$ cat src/rtl/mux_arbiter_2to1.sv
// Round-robin arbiter for the 2:1 PHY lane mux. Two per-lane FIFOs feed a
// bounded-burst grant FSM and a registered valid/ready output stage.
module mux_arbiter_2to1 #(
    parameter int DATA_W     = 8,
    parameter int FIFO_DEPTH = 4,
    parameter int BURST_LEN  = 4
) (
    input  logic              clk,
    input  logic              reset_L,
    input  logic [DATA_W-1:0] in0,
    input  logic              valid_bit0,
    output logic              full0,
    input  logic [DATA_W-1:0] in1,
    input  logic              valid_bit1,
    output logic              full1,
    input  logic              out_ready,
    output logic [DATA_W-1:0] data_out,
    output logic              valid_bit_out,
    output logic              selector,
    output logic [1:0]        err_overflow
);

    localparam int PTR_W  = (FIFO_DEPTH > 1) ? $clog2(FIFO_DEPTH) : 1;
    localparam int CNT_W  = $clog2(FIFO_DEPTH + 1);
    localparam int BCNT_W = $clog2(BURST_LEN + 1);

    localparam logic [CNT_W-1:0]  FULL_CNT  = CNT_W'(FIFO_DEPTH);
    localparam logic [BCNT_W-1:0] BURST_MAX = BCNT_W'(BURST_LEN);

    typedef enum logic [1:0] {
        IDLE   = 2'd0,
        GRANT0 = 2'd1,
        GRANT1 = 2'd2
    } state_t;

    state_t               state_q, state_d;
    logic [BCNT_W-1:0]    burst_q, burst_d, burst_base;
    logic                 last_q, last_d;
    logic                 sel_q;

    logic [1:0]               push_req;
    logic [1:0][DATA_W-1:0]   din;
    logic [1:0]               nonempty;
    logic [1:0]               full_vec;
    logic [1:0][DATA_W-1:0]   rd_word;

    logic                 grant_vld;
    logic                 grant_lane;
    logic                 burst_clr;
    logic                 cur_lane;
    logic                 oth_lane;
    logic                 out_en;
    logic                 pop_en;

    logic [DATA_W-1:0]    data_p1;
    logic                 vld_p1;

    assign push_req = {valid_bit1, valid_bit0};
    assign din      = {in1, in0};

    // ---- Stage p0: per-lane input FIFOs ----
    genvar g;
    generate
        for (g = 0; g < 2; g++) begin : g_lane
            localparam logic LANE = 1'(g);

            logic [DATA_W-1:0] mem [FIFO_DEPTH];
            logic [PTR_W-1:0]  wr_ptr;
            logic [PTR_W-1:0]  rd_ptr;
            logic [CNT_W-1:0]  count;
            logic [CNT_W-1:0]  count_d;
            logic              full_q;
            logic              err_q;
            logic              push_ok;
            logic              pop_ok;

            // full is registered, so a push on the edge that frees a slot is
            // still refused and flagged.
            assign push_ok = push_req[g] & ~full_q;
            assign pop_ok  = pop_en & (grant_lane == LANE);

            always_comb begin
                count_d = count;
                case ({push_ok, pop_ok})
                    2'b10:   count_d = count + 1'b1;
                    2'b01:   count_d = count - 1'b1;
                    default: count_d = count;
                endcase
            end

            always_ff @(posedge clk) begin
                if (push_ok) begin
                    mem[wr_ptr] <= din[g];
                end
            end

            always_ff @(posedge clk or negedge reset_L) begin
                if (!reset_L) begin
                    wr_ptr <= '0;
                    rd_ptr <= '0;
                    count  <= '0;
                    full_q <= 1'b0;
                    err_q  <= 1'b0;
                end else begin
                    if (push_ok) begin
                        wr_ptr <= wr_ptr + 1'b1;
                    end
                    if (pop_ok) begin
                        rd_ptr <= rd_ptr + 1'b1;
                    end
                    count  <= count_d;
                    full_q <= (count_d == FULL_CNT);
                    err_q  <= err_q | (push_req[g] & full_q);
                end
            end

            assign nonempty[g]     = (count != '0);
            assign full_vec[g]     = full_q;
            assign rd_word[g]      = mem[rd_ptr];
            assign err_overflow[g] = err_q;
        end
    endgenerate

    // ---- Grant decision: combinational from state, counts and burst ----
    always_comb begin
        state_d    = state_q;
        last_d     = last_q;
        grant_vld  = 1'b0;
        grant_lane = sel_q;
        burst_clr  = 1'b0;
        cur_lane   = (state_q == GRANT1);
        oth_lane   = ~cur_lane;

        unique case (state_q)
            IDLE: begin
                burst_clr = 1'b1;
                if (nonempty == 2'b11) begin
                    grant_vld  = 1'b1;
                    grant_lane = ~last_q;
                end else if (nonempty[0]) begin
                    grant_vld  = 1'b1;
                    grant_lane = 1'b0;
                end else if (nonempty[1]) begin
                    grant_vld  = 1'b1;
                    grant_lane = 1'b1;
                end
            end
            GRANT0, GRANT1: begin
                if (nonempty[cur_lane] && (burst_q < BURST_MAX)) begin
                    grant_vld  = 1'b1;
                    grant_lane = cur_lane;
                end else if (nonempty[oth_lane]) begin
                    grant_vld  = 1'b1;
                    grant_lane = oth_lane;
                    burst_clr  = 1'b1;
                end else if (nonempty[cur_lane]) begin
                    // burst exhausted but the other lane has nothing: restart it
                    grant_vld  = 1'b1;
                    grant_lane = cur_lane;
                    burst_clr  = 1'b1;
                end else begin
                    state_d = IDLE;
                    last_d  = cur_lane;
                end
            end
            default: begin
                state_d = IDLE;
            end
        endcase

        if (grant_vld) begin
            state_d = grant_lane ? GRANT1 : GRANT0;
        end
    end

    assign out_en     = ~vld_p1 | out_ready;
    assign pop_en     = out_en & grant_vld;
    assign burst_base = burst_clr ? '0 : burst_q;
    assign burst_d    = burst_base + BCNT_W'(pop_en);

    always_ff @(posedge clk or negedge reset_L) begin
        if (!reset_L) begin
            state_q <= IDLE;
            burst_q <= '0;
            last_q  <= 1'b1;
            sel_q   <= 1'b0;
        end else begin
            state_q <= state_d;
            burst_q <= burst_d;
            last_q  <= last_d;
            if (grant_vld) begin
                sel_q <= grant_lane;
            end
        end
    end

    // ---- Stage p1: registered output with valid/ready hold ----
    always_ff @(posedge clk or negedge reset_L) begin
        if (!reset_L) begin
            data_p1 <= '0;
            vld_p1  <= 1'b0;
        end else if (out_en) begin
            if (pop_en) begin
                data_p1 <= rd_word[grant_lane];
                vld_p1  <= 1'b1;
            end else begin
                vld_p1  <= 1'b0;
            end
        end
    end

    assign data_out      = data_p1;
    assign valid_bit_out = vld_p1;
    assign selector      = sel_q;
    assign full0         = full_vec[0];
    assign full1         = full_vec[1];

endmodule

$ cat config.mk
export PLATFORM = sky130hd
export DESIGN_NAME = mux_arbiter_2to1
export DESIGN_NICKNAME = d
export VERILOG_FILES = /design/src/rtl/mux_arbiter_2to1.sv
export SDC_FILE = /design/constraint.sdc
export NUM_CORES = 1
export LEC_CHECK = 0
export CAP_MARGIN = 5
export CORE_MARGIN = 1.5
export CORE_UTILIZATION = 55
export DETAILED_ROUTE_END_ITERATION = 6
export PLACE_DENSITY = 0.88
export SETUP_SLACK_MARGIN = 0.2
export SLEW_MARGIN = 20
export SYNTH_ARGS = -nofsm -noshare
export SYNTH_HDL_FRONTEND = slang
export SYNTH_SLANG_ARGS = --single-unit
$ cat constraint.sdc
create_clock -name clk -period 4.4 [get_ports clk]
set_input_delay 0.66 -clock clk [delete_from_list [all_inputs] [get_ports clk]]
set_output_delay 0.66 -clock clk [all_outputs]
set_load 0.02 [all_outputs]
# Word level (Yosys, flattened, before mapping)
# Memory sizes are Yosys's and may differ from the RTL's.
# Index checks and enable logic that the tools add are counted.
[word_totals]
regBits = 34
ramBits = 64
out_inout_bits = 14
word_cells = 107
n_memories = 2
[op_classes]
n_addsub = 9
order_cmp = 4
n_eq_ne = 13
mux = 36
n_bitwise = 19
reduce_logical = 8
[memory_table]
columns = ["memory", "words", "width", "rd", "rd_ports_with_merged_regs", "write_ports", "line", "rtl"]
rows = [
  ["g_lane[0].mem", 4, 8, 1, 0, 1, "67", "logic [DATA_W-1:0] mem [FIFO_DEPTH];"],
  ["g_lane[1].mem", 4, 8, 1, 0, 1, "67", ""],
]
[ops]
columns = ["operator", "n"]
rows = [
  ["1-bit two-way mux", 22],
  ["8-bit two-way mux", 2],
  ["3-bit one-hot mux with 2 select lines", 2],
  ["2-bit two-way mux", 5],
  ["3-bit != test (second input constant)", 3],
  ["1-bit inverter", 9],
  ["2-bit by 1-bit adder with 2-bit output (second input constant)", 4],
  ["2-bit equality test (second input constant)", 4],
  ["4-bit AND reduction", 2],
  ["1-bit bitwise AND", 7],
  ["3-bit by 1-bit adder with 3-bit output (second input constant)", 2],
  ["2-bit by 1-bit equality test with 1-bit output (second input constant)", 3],
  ["3-bit equality test (second input constant)", 2],
  ["1-bit by 2-bit less-than comparator with 1-bit output (second input constant)", 3],
  ["1-bit one-hot mux with 2 select lines", 3],
  ["3-bit nonzero test", 2],
  ["3-bit by 1-bit subtractor with 3-bit output (second input constant)", 2],
  ["2-bit one-hot mux with 2 select lines", 1],
  ["3-bit by 1-bit adder with 3-bit output", 1],
  ["3-bit less-than comparator (second input constant)", 1],
  ["3-bit two-way mux", 1],
  ["1-bit OR", 3],
  ["2-bit logical NOT", 1],
  ["2-bit != test (second input constant)", 1],
  ["other kinds (3)", 3],
]

# Longest topological paths before layout
# Gate-level depths: netlist of the first run.
[depth]
depth_word = 12
ltp_mapped = 17

# Worst setup path before layout of the first run
# OpenSTA, ideal clock, no wires.
[synth_timing]
path_kind = "flip-flop to flip-flop"
from = "register state_q[0]"
to = "register g_lane[1].full_q (netlist: full1)"
setup_time_ps = 88
arrival_ps = 3036
slack_ps = 1276
stages_incl_launch_ff = 18
path_cell_list = "dfrtp_1 > inv_1 > ha_1 > nor2b_1 > o21ai_2 > a31oi_4 > or3_1 > buf_6 > inv_2 > and2_4 > buf_6 > ha_1 > inv_1 > fa_1 > xor2_1 > nor2_1 > xor2_1 > nor3b_1"
[synth_between]
elab_chain_cells = 12
elab_cells_between_ends = 24
[synth_lines]
columns = ["element", "line", "rtl"]
rows = [
  ["start: declaration", "36", "state_t state_q, state_d;"],
  ["start signal: assignment", "188", "state_q <= state_d;"],
  ["2-bit equality test (*)", "131", "cur_lane = (state_q == GRANT1);"],
  ["net cur_lane", "50", "logic cur_lane;"],
  ["1-bit two-way mux (not written as such) (2 in a row)", "149, 156", ""],
  ["1-bit two-way mux", "156", "end else if (nonempty[cur_lane]) begin"],
  ["1-bit two-way mux", "152", "end else if (nonempty[oth_lane]) begin"],
  ["1-bit two-way mux", "149", "if (nonempty[cur_lane] && (burst_q < BURST_MAX)) begin"],
  ["1-bit one-hot mux with 2 select lines (*)", "134", "unique case (state_q)"],
  ["1-bit bitwise AND (*)", "177", "assign pop_en = out_en & grant_vld;"],
  ["net pop_en", "53", "logic pop_en;"],
  ["1-bit bitwise AND (*)", "80", "assign pop_ok = pop_en & (grant_lane == LANE);"],
  ["net g_lane[1].pop_ok", "75", "logic pop_ok;"],
  ["2-bit by 1-bit equality test with 1-bit output / 2-bit equality test (equally long branches)", "84", "case ({push_ok, pop_ok})"],
  ["3-bit one-hot mux with 2 select lines (*)", "84", ""],
  ["net g_lane[1].count_d[2]", "71", "logic [CNT_W-1:0] count_d;"],
  ["3-bit equality test (*)", "112", "full_q <= (count_d == FULL_CNT);"],
  ["end signal: assignment", "112", ""],
  ["end: declaration", "72", "logic full_q;"],
]
# The timed path passes the listed nets; every way through them passes the cells marked *. The select of a mux whose other input is x is not followed.
# A chain may end at the register's enable or synchronous reset.

# Worst setup path after layout of the first run
[layout_timing]
from = "register state_q[0]"
to = "register g_lane[1].full_q (netlist: full1)"
[layout_between]
elab_chain_cells = 12
elab_cells_between_ends = 24
[layout_lines]
columns = ["element", "line"]
rows = [
  ["2-bit equality test", "131, 134"],
  ["1-bit two-way mux (not written as such) (2 in a row)", "149, 156"],
  ["1-bit two-way mux", "156"],
  ["1-bit two-way mux", "152"],
  ["1-bit two-way mux", "149"],
  ["1-bit one-hot mux with 2 select lines (*)", "134"],
  ["1-bit bitwise AND (*)", "177"],
  ["net pop_en", "53"],
  ["1-bit bitwise AND (*)", "80"],
  ["2-bit by 1-bit equality test with 1-bit output / 2-bit equality test (equally long branches)", "84"],
  ["3-bit one-hot mux with 2 select lines (*)", "84"],
  ["net g_lane[1].count_d[2]", "71"],
  ["3-bit equality test (*)", "112"],
]
# Marked as above.

==> results of run 1 <==
==> worst register-to-register path, cell delays in order (launching register included) <==
cell     delay, ns
dfrtp_1       0.39
inv_1         0.14
ha_1          0.33
nor2b_1       0.10
o21ai_2       0.16
a31oi_4       0.13
or3_1         0.65
inv_2         0.17
and2_4        0.24
ha_1          0.20
inv_1         0.07
fa_1          0.38
xor2_1        0.15
nor2_1        0.11
xor2_1        0.19
nor3b_1       0.22
==> routing by layer <==
layer | part of all wire, % | up-vias | track usage [%]
li1 | - | 1063 | -
met1 | 45 | 1143 | 25.5
met2 | 51 | 40 | 32.5
met3 | 3.9 | 5 | 4.31
met4 | 0.65 | 0 | 5.13
met5 | 0 | - | 0
==> how the worst max path moves through the flow <==
stage,from,to,slack [ns],cells after the start
after floorplan,state_q[0]$_DFFE_PN0P_,full1$_DFF_PN0_,1.28,17
after global placement,out_ready,full1$_DFF_PN0_,0.84,13
after detailed placement,out_ready,full1$_DFF_PN0_,0.68,13
after CTS,state_q[0]$_DFFE_PN0P_,full1$_DFF_PN0_,0.69,15
after global routing,state_q[0]$_DFFE_PN0P_,full1$_DFF_PN0_,0.44,15
final,state_q[0]$_DFFE_PN0P_,full1$_DFF_PN0_,0.70,15
==> Yosys cell counts (6+ instances only) <==
master     n
nor2_1     8
nor3b_1   11
nand2_1    6
edfxtp_1  64
nor2b_1    6
xnor2_1    7
and2_1     8
mux4_2    16
a221o_1    8
ha_1      16
dfrtp_1   33
inv_1     17
==> report_power, final <==
group / total [mW] / internal (mW) / leakage [nW] / switching, mW
registers: 1.48 / 1.26 / 0.992 / 0.226
logic: 1.31 / 0.642 / 0.755 / 0.664
clock network: 0.522 / 0.210 / 0.0880 / 0.313
==> cells in the final DEF (no fill, tap or decap), types with 2 or more instances in the layout <==
master / instances
or3_1: 4
a221o_1: 8
o21ai_0: 5
nand2_1: 6
a21o_1: 2
nor3_4: 2
nor2b_1: 6
dfrtp_1: 33
nor2_1: 8
and2_1: 8
nand2b_1: 2
mux2i_1: 4
edfxtp_1: 64
fa_1: 2
clkdlybuf4s50_1: 34
xor2_1: 5
mux4_2: 16
clkbuf_8: 9
nor3b_1: 11
inv_1: 17
inv_6: 3
xnor2_1: 7
nor3_1: 3
ha_1: 16
==> metrics by stage <==
stage / utilization (%) / setup WS, ns / cell area (um2) / hold WS, ns / cells
floorplan: - / 1.28 / 4330 / 0.364 / 268
global placement: 61.4 / 0.838 / 4720 / 0.439 / 391
detailed placement: 61.4 / 0.683 / 4720 / 0.448 / 391
CTS: 63.7 / 0.693 / 4900 / 0.469 / 407
global route: 63.7 / 0.439 / 4900 / 0.495 / 407
finish: 63.7 / 0.703 / 4900 / 0.475 / 407
==> area by class of cell <==
cell class	instances	area (um2)	area share, %
Inverter	18	67.6	1.38
Sequential cell	98	2770	56.6
Timing Repair Buffer	35	348	7.10
Tap cell	102	128	2.61
Multi-Input combinational cell	138	1410	28.7
Clock buffer	9	124	2.53
Clock inverter	7	51.3	1.05
==> registers in the layout (all words and copies together) (netlist names) <==
| name | flops |
|---|---|
| full1 | 1 |
| g_lane.count | 6 |
| g_lane.rd_ptr | 4 |
| g_lane.err_q | 2 |
| burst_q | 3 |
| data_out | 8 |
| full0 | 1 |
| state_q | 2 |
| g_lane.mem | 64 |
| valid_bit_out | 1 |
| g_lane.wr_ptr | 4 |
| last_q | 1 |
| selector | 1 |
==> cell families (layout without fill, tap and decap cells) <==
kind of cell | after synthesis | count (layout) | synth area share, %
adders and majority gates | 18 | 18 | 5.54
muxes | 21 | 21 | 9.50
AOI/OAI and AO/OA | 27 | 27 | 5.78
and+or+nand+nor | 59 | 59 | 8.81
xor gates and xnor gates | 13 | 13 | 2.80
buffers and inverters | 32 | 69 | 3.55
DFF | 98 | 98 | 64.0
==> key figures, run 1 <==
Setup path
  – FF-to-FF End: full1$_DFF_PN0_
  – WP data arrival: 3.96 ns
  – R2r worst-path depth: 15
  – CP Cell Sequence: inv_1 -> ha_1 -> nor2b_1 -> o21ai_2 -> a31oi_4 -> or3_1 -> inv_2 -> and2_4 -> ha_1 -> inv_1 -> fa_1 -> xor2_1 -> nor2_1 -> xor2_1 -> nor3b_1
  – Crit Path Class: flip-flop to flip-flop
  – Crit path max fanout: 19
  – Setup slack, reg-to-reg: 0.70 ns
  – Critical path's top delay family: simple AND/OR/NAND/NOR gates
  – CP Buf/Inv Count: 3
  – Critical Path Slowest Stage Cell: or3_1
  – Crit-path max cell delay: 0.65 ns
  – Worst Setup Start Kind: flip-flop
  – Critical Path RT: 4.66 ns
  – FF-to-FF Start: state_q[0]$_DFFE_PN0P_
  – Crit end category: flip-flop

Pwr
  – Worst vdd rail ir drop: 363 uV
  – Tot Pwr: 3.31 mW
  – PwrDens: 676 mW/mm2
  – LEAKAGE: 1.84 nW

Placement
  – I/O Buffers: 34
  – RD Place Congestion: 0.844
  – Post-DP HPWL: 5180 um

Synthesis
  – Post-synth cell types: 51
  – Syn Nets: 307
  – Syn Area/Cell: 16.2 um2
  – Ys flop type: edfxtp_1
  – Yosys warnings: 0
  – Synth area leaders: edfxtp_1 (44%), dfrtp_1 (19%), mux4_2 (8.3%)
  – Cell Area, Synth: 0.00433 mm2
  – Synth Instances: 268
  – #FFs+latches synth: 98
  – Area leader, netlist: edfxtp_1
  – Share of the synthesized area in the top cell type: 44.4%
  – Seq/Total Area, Yosys: 64.0%
  – EDFF count, synth: 64
  – Async SR Flop Fraction: 34.7%

Clock network
  – CTS tree: done
  – Clock-pin slew on the worst setup and hold paths: 0.09 ns
  – Worst skew pair latency: 0.35 ns
  – CTS Hold Bufs: 0
  – Post-cts sizing count: 0
  – Clk buf depth: 2
  – Root Buffer: clkbuf_8
  – Cts bufs inserted: 9
  – Sink Count: 98
  – Post-CTS Setup Bufs: 0
  – H-tree Lvls: 3

Worst hold path
  – Hold Startpoint: g_lane[0].err_q$_DFF_PN0_
  – Hold depth: 1
  – Hold Crit Endpoint: g_lane[0].err_q$_DFF_PN0_
  – Worst hold path class: flip-flop to flip-flop

STA
  – Unrepaired setup endpoints after global routing: no
  – Setup Skew: 0.0102 ns
  – Actual slew at the worst max-slew pin: 0.643 ns
  – Relative slew slack: 57.2%
  – Final Hold Viols: 0
  – Final count of pins violating max slew: 0
  – Highest clock rate: 0.270 GHz
  – Final Cycle Share: 84.0%
  – Fin Setup TNS: 0 ns
  – Final setup viols: 0
  – Period minus WS final: 3.70 ns

Detailed routing
  – 1st-iter DRT viols: 199
  – # DRC: 0
  – Routed len/inst: 18.1 um
  – Drt pass-1 iters: 4
  – Post-route ant nets: 0
  – Total Routed Length: 7360 um
  – Via/cell ratio: 5.53
  – Vias: 2251

Global route
  – Vias in the first global route: 2378
  – Gr usage total: 19.3%
  – Largest net degree at the start of global routing: 35
  – Total gr overflow: 0
  – Antenna violations before repair: 0
  – Global-route wire length before repair: 12100 um

Status
  – Status: finished, final reports clean

Die
  – Die height: 91.8 um
  – Core ar.: 0.00769 mm2
  – Cell row count: 32
  – Full die area: 0.00842 mm2
  – Initial core utilization: 56.4%
  – Die Wd: 91.8 um
  – IO Pins: 35

Job
  – Max-cap check violation count: 0

Finish
  – Fill cell count: 561
  – Nets@finish: 339
  – Diode count: 0
  – Layout area overhead: 13.0%
  – Layout cells sized above 1: 15.7%
No activity file was read; power rests on OpenSTA's default activity.
==> inputs of run 2 (changes only) <==
- CORE_UTILIZATION: 55 -> 52
- PLACE_DENSITY: 0.88 -> 0.87
- clock period: 4.4 -> 3.4 ns (I/O delays scaled with it)
==> key figures, run 2 (synthesis gave the netlist of run 1 again) <==
Finish
  – Finished Cell Area: 0.00511 mm2
  – Commonest non-fill, non-tap cell in the layout: edfxtp_1
  – Nets@finish: 350
  – Diode count: 0
  – Register area: 0.00278 mm2
  – Multi-input logic area: 0.00150 mm2
  – Layout area overhead: 17.9%
  – Final std cells w/o fill: 421
  – Largest register FFs: 64
  – Layout cells sized above 1: 24.1%
  – Commonest non-fill, non-tap cells in the layout: edfxtp_1 (64), clkdlybuf4s50_1 (33), dfrtp_1 (32)
  – Fill cell count: 590
  – Largest reg by FF count: g_lane.mem

Global route
  – Vias in the first global route: 2448
  – Global-route wire length before repair: 12300 um
  – Largest net degree at the start of global routing: 35
  – Gr usage total: 19.2%
  – Antenna violations before repair: 0
  – Total gr overflow: 0

Die
  – IO Pins: 35
  – Die height: 94.3 um
  – Core ar.: 0.00813 mm2
  – Full die area: 0.00889 mm2
  – Cell row count: 33
  – Die Wd: 94.3 um
  – Initial core utilization: 53.3%

Clock network
  – Clk buf depth: 2
  – Clock-pin slew on the worst setup and hold paths: 0.09 ns
  – Worst skew pair latency: 0.35 ns
  – Sink Count: 98
  – Cts bufs inserted: 9
  – H-tree Lvls: 3
  – Root Buffer: clkbuf_8
  – CTS tree: done

Detailed routing
  – Drt pass-1 iters: 4
  – Vias: 2358
  – Post-route ant nets: 0
  – # DRC: 0
  – Total Routed Length: 7580 um
  – 1st-iter DRT viols: 120
  – Via/cell ratio: 5.60
  – Routed len/inst: 18.0 um

STA
  – Highest clock rate: 0.313 GHz
  – Final setup viols: 0
  – Final Hold Viols: 0
  – Final count of pins violating max slew: 0
  – Hold slack: 0.218 ns
  – Setup Skew: 0.00942 ns
  – Actual slew at the worst max-slew pin: 0.756 ns
  – Period minus WS final: 3.19 ns
  – Relative slew slack: 49.6%
  – Unrepaired setup endpoints after global routing: yes
  – Final Cycle Share: 93.9%

Setup path
  – WP data arrival: 3.47 ns
  – CP Cell Sequence: ha_4 -> nor2b_4 -> o21ai_2 -> a31oi_4 -> or3_4 -> or2_4 -> inv_2 -> ha_4 -> inv_2 -> fa_2 -> xor2_1 -> nor2_1 -> xor2_1 -> nor3b_2
  – CP Buf/Inv Count: 2
  – Worst Setup Start Kind: flip-flop
  – Critical Path Slowest Stage Cell: dfrtp_2
  – Crit Path Class: flip-flop to flip-flop
  – Crit path max fanout: 5
  – Crit end category: flip-flop
  – Crit-path max cell delay: 0.49 ns
  – Critical Path RT: 3.67 ns
  – Critical path's top delay family: simple AND/OR/NAND/NOR gates

Pwr
  – Tot Pwr: 4.63 mW
  – PwrDens: 907 mW/mm2
  – LEAKAGE: 1.90 nW
  – Worst vdd rail ir drop: 443 uV

Placement
  – Post-DP HPWL: 5060 um
  – RD Place Congestion: 0.804
  – I/O Buffers: 34
  – Dpl cell area: 0.00474 mm2
  – DP Cell Count: 396

Status
  – Status: finished, final reports clean

Job
  – Max-cap check violation count: 0

Worst hold path
  – Worst hold path class: input pin to asynchronous set/reset pin
==> run 2: cell count changes in the layout (fill, tap and decap cells not counted), moves of 3 or more <==
cell   before  now
ha_1       16   11
inv_1      17   14
inv_6       3    0
or3_4       0    3
or3_1       4    1
ha_4        0    4
inv_2       1    4
buf_4       1   10
==> run 2: routing by layer <==
metal,vias up,GRT usage [%],wire length [um]
met5,-,0,0
met4,0,9.45,157
met3,12,3.96,293
met2,55,31.3,3960
met1,1217,24.5,3170
li1,1074,-,-
==> run 2: final timing paths <==
kind	slack (ns)	end	start	cells after the start
setup / recovery	0.21	full0$_DFF_PN0_	state_q[1]$_DFFE_PN0P_	14
hold / removal	0.22	g_lane[0].count[1]$_DFF_PN0_	reset_L	1
hold reg to reg	0.47	g_lane[0].err_q$_DFF_PN0_	g_lane[0].err_q$_DFF_PN0_	1
setup reg to reg	0.21	full0$_DFF_PN0_	state_q[1]$_DFFE_PN0P_	14
max in group asynchronous	2.67	state_q[1]$_DFFE_PN0P_	reset_L	1
min in group clk	0.47	g_lane[0].err_q$_DFF_PN0_	g_lane[0].err_q$_DFF_PN0_	1
==> run 2: final cells by class <==
class                           count  share of cell area (%)
Timing Repair Buffer               46                    8.82
Clock inverter                      5                    1.08
Multi-Input combinational cell    138                    29.3
Inverter                           18                    1.32
Clock buffer                       11                    2.57
Sequential cell                    98                    54.3
Tap cell                          105                    2.57
==> run 2: metrics by stage <==
| step | setup TNS (ns) | utilization [%] | setup WS [ns] |
|---|---|---|---|
| after global placement | 0 | 58.2 | 0.200 |
| final | 0 | 62.8 | 0.207 |
| after CTS | 0 | 61.0 | 0.217 |
| after floorplan | 0 | - | 0.276 |
| after global routing | 0 | 62.8 | 0.0800 |
| after detailed placement | -0.00551 | 58.2 | -0.00551 |
==> run 2: what timing repair did <==
| item | CTS | global route |
|---|---|---|
| pin swaps | 1 | 10 |
| endpoints found under the setup margin | 2 | 2 |
| hold buffers | 0 | 0 |
| buffers inserted | 0 | 9 |
| gates resized for setup | 8 | 15 |
==> run 2: power breakdown <==
| group | switching [mW] | leakage (nW) | internal, mW |
|---|---|---|---|
| combinational | 0.960 | 0.820 | 1.04 |
| sequential | 0.296 | 0.990 | 1.63 |
| clock | 0.378 | 0.0909 | 0.339 |
